### config.mk
export PLATFORM = sky130hd
export DESIGN_NAME = datamem_axi
export DESIGN_NICKNAME = d
export VERILOG_FILES = /design/src/rtl/datamem_axi.sv
export SDC_FILE = /design/constraint.sdc
export NUM_CORES = 1
export LEC_CHECK = 0
export BUFFER_PORTS_ARGS = -buffer_cell sky130_fd_sc_hd__buf_2
export CORE_ASPECT_RATIO = 1.1
export CORE_MARGIN = 8
export CORE_UTILIZATION = 45
export DETAILED_ROUTE_END_ITERATION = 7
export PLACE_DENSITY = 0.8
export SYNTH_ARGS = -nofsm -noshare
export SYNTH_HDL_FRONTEND = slang
export SYNTH_SLANG_ARGS = --single-unit
### constraint.sdc
create_clock -name CLK -period 4.77 [get_ports CLK]
set_clock_uncertainty 0.15 [all_clocks]
set_input_delay 0.477 -clock CLK [delete_from_list [all_inputs] [get_ports CLK]]
set_output_delay 0.477 -clock CLK [all_outputs]
set_load 0.1 [all_outputs]
### src/rtl/datamem_axi.sv
// datamem_axi: data-side AXI4 master for the RV32I core; posted write buffer plus blocking reads ordered behind writes.
// Optional macro DATAMEM_RESP_ERR_EN adds sticky ERR/ERRADDR reporting of SLVERR/DECERR responses.
module datamem_axi #(
    parameter int C_M_AXI_THREAD_ID_WIDTH = 1,
    parameter int C_M_AXI_ADDR_WIDTH      = 32,
    parameter int C_M_AXI_DATA_WIDTH      = 32,
    parameter int C_M_AXI_AWUSER_WIDTH    = 1,
    parameter int C_M_AXI_ARUSER_WIDTH    = 1,
    parameter int C_M_AXI_WUSER_WIDTH     = 4,
    parameter int C_M_AXI_RUSER_WIDTH     = 4,
    parameter int C_M_AXI_BUSER_WIDTH     = 1,
    parameter int WBUF_DEPTH              = 4
) (
    input  logic                                 CLK,
    input  logic                                 RST,
    input  logic [C_M_AXI_ADDR_WIDTH-1:0]        WRADDR,
    input  logic                                 WREN,
    input  logic [C_M_AXI_DATA_WIDTH/8-1:0]      WRSTRB,
    input  logic [C_M_AXI_DATA_WIDTH-1:0]        WRDATA,
    input  logic [C_M_AXI_ADDR_WIDTH-1:0]        RDADDR,
    input  logic                                 RDEN,
    output logic [C_M_AXI_ADDR_WIDTH-1:0]        ORDADDR,
    output logic [C_M_AXI_DATA_WIDTH-1:0]        RDOUT,
    output logic                                 RDVALID,
    output logic                                 LOADING,
    output logic [C_M_AXI_THREAD_ID_WIDTH-1:0]   M_AXI_AWID,
    output logic [C_M_AXI_ADDR_WIDTH-1:0]        M_AXI_AWADDR,
    output logic [7:0]                           M_AXI_AWLEN,
    output logic [2:0]                           M_AXI_AWSIZE,
    output logic [1:0]                           M_AXI_AWBURST,
    output logic                                 M_AXI_AWLOCK,
    output logic [3:0]                           M_AXI_AWCACHE,
    output logic [2:0]                           M_AXI_AWPROT,
    output logic [3:0]                           M_AXI_AWQOS,
    output logic [C_M_AXI_AWUSER_WIDTH-1:0]      M_AXI_AWUSER,
    output logic                                 M_AXI_AWVALID,
    input  logic                                 M_AXI_AWREADY,
    output logic [C_M_AXI_DATA_WIDTH-1:0]        M_AXI_WDATA,
    output logic [C_M_AXI_DATA_WIDTH/8-1:0]      M_AXI_WSTRB,
    output logic                                 M_AXI_WLAST,
    output logic [C_M_AXI_WUSER_WIDTH-1:0]       M_AXI_WUSER,
    output logic                                 M_AXI_WVALID,
    input  logic                                 M_AXI_WREADY,
    input  logic [C_M_AXI_THREAD_ID_WIDTH-1:0]   M_AXI_BID,
    input  logic [1:0]                           M_AXI_BRESP,
    input  logic [C_M_AXI_BUSER_WIDTH-1:0]       M_AXI_BUSER,
    input  logic                                 M_AXI_BVALID,
    output logic                                 M_AXI_BREADY,
    output logic [C_M_AXI_THREAD_ID_WIDTH-1:0]   M_AXI_ARID,
    output logic [C_M_AXI_ADDR_WIDTH-1:0]        M_AXI_ARADDR,
    output logic [7:0]                           M_AXI_ARLEN,
    output logic [2:0]                           M_AXI_ARSIZE,
    output logic [1:0]                           M_AXI_ARBURST,
    output logic                                 M_AXI_ARLOCK,
    output logic [3:0]                           M_AXI_ARCACHE,
    output logic [2:0]                           M_AXI_ARPROT,
    output logic [3:0]                           M_AXI_ARQOS,
    output logic [C_M_AXI_ARUSER_WIDTH-1:0]      M_AXI_ARUSER,
    output logic                                 M_AXI_ARVALID,
    input  logic                                 M_AXI_ARREADY,
    input  logic [C_M_AXI_THREAD_ID_WIDTH-1:0]   M_AXI_RID,
    input  logic [C_M_AXI_DATA_WIDTH-1:0]        M_AXI_RDATA,
    input  logic [1:0]                           M_AXI_RRESP,
    input  logic                                 M_AXI_RLAST,
    input  logic [C_M_AXI_RUSER_WIDTH-1:0]       M_AXI_RUSER,
    input  logic                                 M_AXI_RVALID,
    output logic                                 M_AXI_RREADY
`ifdef DATAMEM_RESP_ERR_EN
    ,
    output logic                                 ERR,
    output logic [C_M_AXI_ADDR_WIDTH-1:0]        ERRADDR
`endif
);

    // state   | meaning
    // W_IDLE  | no write in flight; pops the buffer head when non-empty
    // W_ADDR  | AW and/or W still waiting for their handshakes
    // W_RESP  | both handshakes done, waiting for B
    // R_IDLE  | no read pending; accepts RDEN
    // R_WAIT  | read latched, waiting for the write path to drain
    // R_ADDR  | ARVALID asserted
    // R_DATA  | RREADY asserted, waiting for RVALID

    localparam int AW = C_M_AXI_ADDR_WIDTH;
    localparam int DW = C_M_AXI_DATA_WIDTH;
    localparam int SW = DW / 8;
    localparam int PW = $clog2(WBUF_DEPTH);
    localparam logic [2:0]  AXSIZE  = 3'($clog2(SW));
    localparam logic [PW:0] PTR_ONE = 1;

    localparam logic [1:0] W_IDLE = 2'd0;
    localparam logic [1:0] W_ADDR = 2'd1;
    localparam logic [1:0] W_RESP = 2'd2;

    localparam logic [1:0] R_IDLE = 2'd0;
    localparam logic [1:0] R_WAIT = 2'd1;
    localparam logic [1:0] R_ADDR = 2'd2;
    localparam logic [1:0] R_DATA = 2'd3;

    logic [AW-1:0] wb_addr [WBUF_DEPTH];
    logic [SW-1:0] wb_strb [WBUF_DEPTH];
    logic [DW-1:0] wb_data [WBUF_DEPTH];
    logic [PW:0]   wr_ptr;
    logic [PW:0]   rd_ptr;
    logic          wb_empty;
    logic          wb_full;
    logic          wb_push;
    logic          wb_pop;

    logic [1:0]    w_state;
    logic [1:0]    r_state;
    logic [AW-1:0] rd_addr_q;
    logic          aw_done;
    logic          w_done;

    assign M_AXI_AWID    = '0;
    assign M_AXI_AWLEN   = 8'd0;
    assign M_AXI_AWSIZE  = AXSIZE;
    assign M_AXI_AWBURST = 2'b01;
    assign M_AXI_AWLOCK  = 1'b0;
    assign M_AXI_AWCACHE = 4'b0011;
    assign M_AXI_AWPROT  = 3'b000;
    assign M_AXI_AWQOS   = 4'd0;
    assign M_AXI_AWUSER  = '0;
    assign M_AXI_WUSER   = '0;
    assign M_AXI_BREADY  = 1'b1;
    assign M_AXI_ARID    = '0;
    assign M_AXI_ARLEN   = 8'd0;
    assign M_AXI_ARSIZE  = AXSIZE;
    assign M_AXI_ARBURST = 2'b01;
    assign M_AXI_ARLOCK  = 1'b0;
    assign M_AXI_ARCACHE = 4'b0011;
    assign M_AXI_ARPROT  = 3'b000;
    assign M_AXI_ARQOS   = 4'd0;
    assign M_AXI_ARUSER  = '0;

    logic unused_inputs;
    assign unused_inputs = ^{M_AXI_BID, M_AXI_BUSER, M_AXI_BRESP, M_AXI_RID,
                             M_AXI_RRESP, M_AXI_RLAST, M_AXI_RUSER};

    assign wb_empty = (wr_ptr == rd_ptr);
    assign wb_full  = (wr_ptr[PW] != rd_ptr[PW]) && (wr_ptr[PW-1:0] == rd_ptr[PW-1:0]);
    assign wb_pop   = (w_state == W_IDLE) && !wb_empty;
    // A full buffer still takes a write on the cycle its head is popped.
    assign wb_push  = WREN && (!wb_full || wb_pop);

    assign LOADING  = wb_full || (r_state != R_IDLE);

    always_ff @(posedge CLK) begin
        if (wb_push) begin
            wb_addr[wr_ptr[PW-1:0]] <= WRADDR;
            wb_strb[wr_ptr[PW-1:0]] <= WRSTRB;
            wb_data[wr_ptr[PW-1:0]] <= WRDATA;
        end
    end

    always_ff @(posedge CLK) begin
        if (RST) begin
            wr_ptr <= '0;
            rd_ptr <= '0;
        end else begin
            if (wb_push) wr_ptr <= wr_ptr + PTR_ONE;
            if (wb_pop)  rd_ptr <= rd_ptr + PTR_ONE;
        end
    end

    assign aw_done = !M_AXI_AWVALID || M_AXI_AWREADY;
    assign w_done  = !M_AXI_WVALID || M_AXI_WREADY;

    always_ff @(posedge CLK) begin
        if (RST) begin
            w_state       <= W_IDLE;
            M_AXI_AWVALID <= 1'b0;
            M_AXI_WVALID  <= 1'b0;
            M_AXI_WLAST   <= 1'b0;
            M_AXI_AWADDR  <= '0;
            M_AXI_WDATA   <= '0;
            M_AXI_WSTRB   <= '0;
        end else begin
            case (w_state)
                W_IDLE: begin
                    if (wb_pop) begin
                        M_AXI_AWADDR  <= wb_addr[rd_ptr[PW-1:0]];
                        M_AXI_WSTRB   <= wb_strb[rd_ptr[PW-1:0]];
                        M_AXI_WDATA   <= wb_data[rd_ptr[PW-1:0]];
                        M_AXI_AWVALID <= 1'b1;
                        M_AXI_WVALID  <= 1'b1;
                        M_AXI_WLAST   <= 1'b1;
                        w_state       <= W_ADDR;
                    end
                end
                W_ADDR: begin
                    if (M_AXI_AWREADY) M_AXI_AWVALID <= 1'b0;
                    if (M_AXI_WREADY) begin
                        M_AXI_WVALID <= 1'b0;
                        M_AXI_WLAST  <= 1'b0;
                    end
                    if (aw_done && w_done) w_state <= W_RESP;
                end
                W_RESP: begin
                    if (M_AXI_BVALID) w_state <= W_IDLE;
                end
                default: w_state <= W_IDLE;
            endcase
        end
    end

    always_ff @(posedge CLK) begin
        if (RST) begin
            r_state       <= R_IDLE;
            rd_addr_q     <= '0;
            M_AXI_ARVALID <= 1'b0;
            M_AXI_ARADDR  <= '0;
            M_AXI_RREADY  <= 1'b0;
            RDVALID       <= 1'b0;
            RDOUT         <= '0;
            ORDADDR       <= '0;
        end else begin
            RDVALID <= 1'b0;
            case (r_state)
                R_IDLE: begin
                    if (RDEN) begin
                        rd_addr_q <= RDADDR;
                        r_state   <= R_WAIT;
                    end
                end
                R_WAIT: begin
                    // Reads may not overtake any buffered or in-flight write.
                    if (wb_empty && (w_state == W_IDLE)) begin
                        M_AXI_ARADDR  <= rd_addr_q;
                        M_AXI_ARVALID <= 1'b1;
                        r_state       <= R_ADDR;
                    end
                end
                R_ADDR: begin
                    if (M_AXI_ARREADY) begin
                        M_AXI_ARVALID <= 1'b0;
                        M_AXI_RREADY  <= 1'b1;
                        r_state       <= R_DATA;
                    end
                end
                R_DATA: begin
                    if (M_AXI_RVALID) begin
                        M_AXI_RREADY <= 1'b0;
                        RDOUT        <= M_AXI_RDATA;
                        ORDADDR      <= rd_addr_q;
                        RDVALID      <= 1'b1;
                        r_state      <= R_IDLE;
                    end
                end
                default: r_state <= R_IDLE;
            endcase
        end
    end

`ifdef DATAMEM_RESP_ERR_EN
    always_ff @(posedge CLK) begin
        if (RST) begin
            ERR     <= 1'b0;
            ERRADDR <= '0;
        end else if (!ERR) begin
            if ((w_state == W_RESP) && M_AXI_BVALID && M_AXI_BRESP[1]) begin
                ERR     <= 1'b1;
                ERRADDR <= M_AXI_AWADDR;
            end else if ((r_state == R_DATA) && M_AXI_RVALID && M_AXI_RRESP[1]) begin
                ERR     <= 1'b1;
                ERRADDR <= M_AXI_ARADDR;
            end
        end
    end
`endif

endmodule
## Yosys cells after proc, flatten, opt, wreduce, memory -nomap -nowiden

Memories as Yosys holds them, arrays and structs flattened. A register that Yosys moved wholly into a read port is not among the register bits.
Index checks and enable logic that the tools add are counted.
Widths: inputs -> output; s select.

- Add/sub/neg operators: 2
- Mux-type cells: 23
- Equal/unequal tests: 17
- Reduce and logical (&&, ||, !) cells: 30
- Bitwise gates (word level): 1

Operator list:

| cell | number |
|---|---|
| $ne 2x2->1 const B | 9 |
| $reduce_and 3->1 | 5 |
| $mux 2 | 7 |
| $mux 1 | 10 |
| $pmux 1 s2 | 4 |
| $pmux 2 s4 | 1 |
| $reduce_and 2->1 | 4 |
| $reduce_bool 2->1 | 4 |
| $add 3x1->3 const B | 2 |
| $eq 2x2->1 const B | 3 |
| $pmux 2 s3 | 1 |
| $logic_and 1x1->1 | 5 |
| $eq 2x1->1 const B | 2 |
| $logic_not 1->1 | 4 |
| $logic_not 2->1 | 2 |
| $logic_or 1x1->1 | 4 |
| $reduce_and 4->1 | 1 |
| $eq 3x3->1 | 1 |
| $eq 2x2->1 | 1 |
| $reduce_or 2->1 | 1 |
| $ne 1x1->1 | 1 |
| $not 1->1 | 1 |

- Input port bits: 153
- Register bits after elaboration: 143
- Output and inout port bits: 230
- Memories kept: 3
- RAM bits: 272

Memories:

| memory | words | bits a word | read ports | clocked after Yosys merged registers in | write ports | line | text |
|---|---|---|---|---|---|---|---|
| wb_addr | 4 | 32 | 1 | 1 | 1 | 100 | `logic [AW-1:0] wb_addr [WBUF_DEPTH];` |
| wb_data | 4 | 32 | 1 | 1 | 1 | 102 | `logic [DW-1:0] wb_data [WBUF_DEPTH];` |
| wb_strb | 4 | 4 | 1 | 1 | 1 | 101 | `logic [SW-1:0] wb_strb [WBUF_DEPTH];` |

## Depth between registers and ports, before layout

- Depth after elaboration: 7
- Depth in mapped cells: 8
- Depth with buffers taken out: 6

## Worst setup path before layout

Ideal clock, no wire load.

- Kind: reg-to-reg
- Start point: register rd_ptr[0]
- End point: memory wb_addr[3][0] (netlist bit), enable pin
- Data arrival time: 4.461 ns
- Library setup time: 0.535 ns
- Path buffers: 1
- Slack: -0.376 ns
- Stages on the path, launching flop included: 4
- Cell sequence: dfxtp_1 -> buf_2 -> xnor2_1 -> a41oi_1

- Cells in the longest elaborated chain, start to end: 7
- Elaborated cells between the ends (all ways): 10
- Classes of those cells: eq/ne: 2; mux: 2; reduce/logical: 6

RTL lines:

| item | line | text |
|---|---|---|
| start: declaration | 104 | `logic [PW:0] rd_ptr;` |
| start signal: assignment | 163 | `if (wb_pop) rd_ptr <= rd_ptr + PTR_ONE;` |
| $eq 3x3->1 or $eq 2x2->1 (tied branches) | 141, 142 |  |
| $logic_not 1->1 or $logic_and 1x1->1 (tied branches) | 143, 142 |  |
| $logic_and 1x1->1 or $logic_not 1->1 (tied branches) | 143, 145 |  |
| $logic_or 1x1->1 * | 145 | `assign wb_push = WREN && (!wb_full \|\| wb_pop);` |
| $logic_and 1x1->1 * | 145 |  |
| $mux 1 * | 150 | `if (wb_push) begin` |
| $mux 1 (implied by the code) * | 151 | `wb_addr[wr_ptr[PW-1:0]] <= WRADDR;` |
| end: declaration | 100 |  |

Mark *: on every way between the ends. The rest lies on a longest branch, timed or not.

## Worst setup path in the final report

- Start point: register rd_ptr[1]
- End point: output port LOADING

- Cells in the longest elaborated chain, start to end: 3

RTL lines:

| item | line | text |
|---|---|---|
| $eq 2x2->1 | 142 | `assign wb_full = (wr_ptr[PW] != rd_ptr[PW]) && (wr_ptr[PW-1:0] == rd_ptr[PW-1:0]);` |
| $logic_and 1x1->1 | 142 |  |
| $logic_or 1x1->1 | 147 | `assign LOADING = wb_full \|\| (r_state != R_IDLE);` |
| end: declaration | 25 | `output logic LOADING,` |

Every way passes these cells.

==> results_dict.tcl <==
set metrics [dict create \
    drt_iter0_drc 784 \
    core_area_mm2 0.0391 \
    r2r_end "wb_data[1][4]" \
    fp.dieArea_mm2 0.0462 \
    port_buffers 311 \
    wl_met3_um 4450 \
    yosysWarnings 0 \
    syn2layout_area_growth_pct 26.0 \
    drv_slew 0 \
    dr.max_layer_used "met4" \
    synthFlopType "edfxtp_1" \
    start_util_pct 45.5 \
    tns_ns 0 \
    cts_max_path_buffers 3 \
    cp.arrival_ns 2.71 \
    grt_max_degree 91 \
    grt.total_usage_pct 19.6 \
    fin_util_pct 57.4 \
    reg2reg_slack_ns 1.73 \
    min_path_cells 3 \
    hold_path_class "in2reg" \
    worstPathRequired_ns 4.14 \
    die_w_um 206 \
    finalNonFillerCells 2342 \
    rows 76 \
    tightestPinTransition_ns 1.15 \
    ys_types 38 \
    drc 0 \
    r2r.worst_path.cells 4 \
    leakage_uw 0.00846 \
    hold_viol_final 0 \
    ir_drop_uv 496 \
    die_y_um 225 \
    htreeDepth 2 \
    relSlewSlack_pct 23.3 \
    grt_pass1_vias 12500 \
    avgViaCountPerCell 5.21 \
    cts_setup_buffers 0 \
    grt-ovfl-total 0 \
    clk_latency_ns 0.57 \
    yosysMostFrequentCell "nand2_1" \
    period_share_pct 70.0 \
    synth_top_area_share_pct 45.9 \
    period_minus_slack_ns 3.34 \
    nets 1957 \
    synthTopCellsByArea "edfxtp_1 46%, dfxtp_1 24%, mux4_2 8.6%, nand2_1 8.4%, a21oi_1 5.7%" \
    clkTransAtPathRegs_ns 0.07 \
    fillCellCount 2958 \
    reg2reg_from "wr_ptr[0]" \
    setup_violations 0 \
    cap_violations 0 \
    endpoint_kind "output port" \
    io_pins 383 \
    ant_nets 0 \
    fin_hold_ws_ns 0.0329 \
    ys_seq_elements 483 \
    dpl_worst_slack_ns 1.69 \
    post-place-cells 2125 \
    cts_tree "built" \
    min_from "M_AXI_RDATA[14]" \
    antenna_found_initial 5 \
    cts_root_buffer "clkbuf_16" \
    synthesis.area_mm2 0.0178 \
    hold_path_end "RDOUT[14]" \
    synth_commonest_cells "400 x nand2_1, 272 x edfxtp_1, 211 x dfxtp_1, 203 x a21oi_1, 68 x mux4_2" \
    cts_buffers 46 \
    vias 12200 \
    critPathKind "reg2out" \
    wl_um 47200 \
    timing.final.ws_setup_ns 1.43 \
    syn_area_per_cell_um2 12.9 \
    grt_pass1_wl_um 70600 \
    syn-instance-count 1375 \
    startpoint_type "flop" \
    dr_wl_met2_um 24100 \
    first_pass_iters 5 \
    synth.yosys.seq_area_share_pct 69.6 \
    outcome "complete, no violations" \
    synth_edf_count 272 \
    p_per_area_mw_per_mm2 606 \
    wl_met1_um 17100 \
    gp_congestion 0.816 \
    crit_fanout 71 \
    hpwlAfterDp_um 27600 \
    fmax_ghz 0.300 \
    synth_area_leader_cell "edfxtp_1" \
    wl_per_cell_um 20.1 \
    rsz0062_at_grt "false" \
    synthArstFlopShare_pct 0 \
    cts_sinks 483 \
    layout-drive-gt1-share_pct 26.3 \
]
sequential cells by signal, summed over array words and instances (netlist names):
register       count
r_state            2
w_state            2
RDOUT             32
M_AXI_AWVALID      1
rd_addr_q         32
wb_data          128
M_AXI_WVALID       1
wb_addr          128
wb_strb           16
M_AXI_AWADDR      32
ORDADDR           32
M_AXI_ARVALID      1
M_AXI_WDATA       32
wr_ptr             3
RDVALID            1
M_AXI_RREADY       1
M_AXI_ARADDR      32
M_AXI_WSTRB        4
rd_ptr             3
placed cells by master (no fill, tap or decap), drive strengths merged:
master	instances
and2	5
a22oi	1
and4	1
mux2i	1
xor2	3
edfxtp	272
a21oi	203
nor3b	1
a41oi	2
a2111oi	3
clkbuf	64
nor2	10
nand2b	1
dlygate4sd3	128
nand3	2
o41a	1
nand2	400
inv	17
or4b	1
a21o	1
ha	10
nand4	1
xnor2	6
clkinvlp	2
nor2b	3
buf	330
o221ai	1
bufinv	2
mux4	68
a31o	1
o31ai	3
a31oi	1
dfxtp	211
o211ai	1
or4	1
clkinv	11
diode	4
or2	1
conb	59
nor3	2
logic make-up (layout without fill, tap and decap cells):
kind of cell / count (synthesis) / in the layout / synth area share (%)
flops: 483 / 483 / 69.6
simple gates: 429 / 429 / 9.33
compound gates: 218 / 218 / 6.44
buf+inv: 155 / 554 / 4.77
mux: 69 / 69 / 8.66
fa+ha+maj: 10 / 10 / 0.703
xor+xnor: 9 / 9 / 0.443
other cells: 2 / 63 / 0.0422
worst max-delay path, stage by stage (launching register included):
cell	delay [ns]
dfxtp_4	0.35
buf_4	0.73
xor2_1	0.23
o31ai_1	0.33
buf_2	0.49
power breakdown:
part	switching (µW)	leakage (µW)	internal, µW
registers	289	0.00422	4880
logic	3760	0.00350	1010
clock network	1570	0.000748	2070
worst max-delay path by stage:
stage	from	to	slack, ns	depth (start not counted)
final	rd_ptr[1]	LOADING	1.43	4
after global placement	wr_ptr[0]	wb_addr[1][21]	1.82	4
after CTS	rd_ptr[1]	LOADING	1.21	4
after detailed placement	wr_ptr[0]	wb_addr[1][21]	1.69	4
after floorplan	rd_ptr[1]	LOADING	1.24	3
after global routing	rd_ptr[1]	LOADING	1.14	4
layout make-up:
type | instances | area (µm²) | share of cell area, %
Clock buffer | 64 | 1330 | 5.93
Antenna cell | 4 | 10.0 | 0.0446
Clock inverter | 21 | 189 | 0.842
Sequential cell | 483 | 12400 | 55.3
Timing Repair Buffer | 458 | 3000 | 13.4
Inverter | 11 | 41.3 | 0.184
Tap cell | 507 | 634 | 2.83
Multi-Input combinational cell | 794 | 4820 | 21.5
layer usage:
metal,vias to the layer above,track usage [%]
li1,5565,-
met1,5906,22.3
met2,617,34.7
met3,106,5.01
met4,0,7.54
met5,-,0
through the flow:
| stage | power (µW) | cell area [µm²] |
|---|---|---|
| 6_report | 13600 | 22400 |
| 3_5_place_dp | 9930 | 19600 |
| 3_3_place_gp | 9840 | 19600 |
| 2_1_floorplan | 9000 | 18000 |
| 4_1_cts | 13700 | 22400 |
| 5_1_grt | 14100 | 22400 |
timing repair:
item,in CTS,in global routing
endpoints found under the hold margin,332,0
hold buffers,128,0
endpoints found under the setup margin,0,0
resized for setup,0,0
No activity file was read; power rests on OpenSTA's default activity.
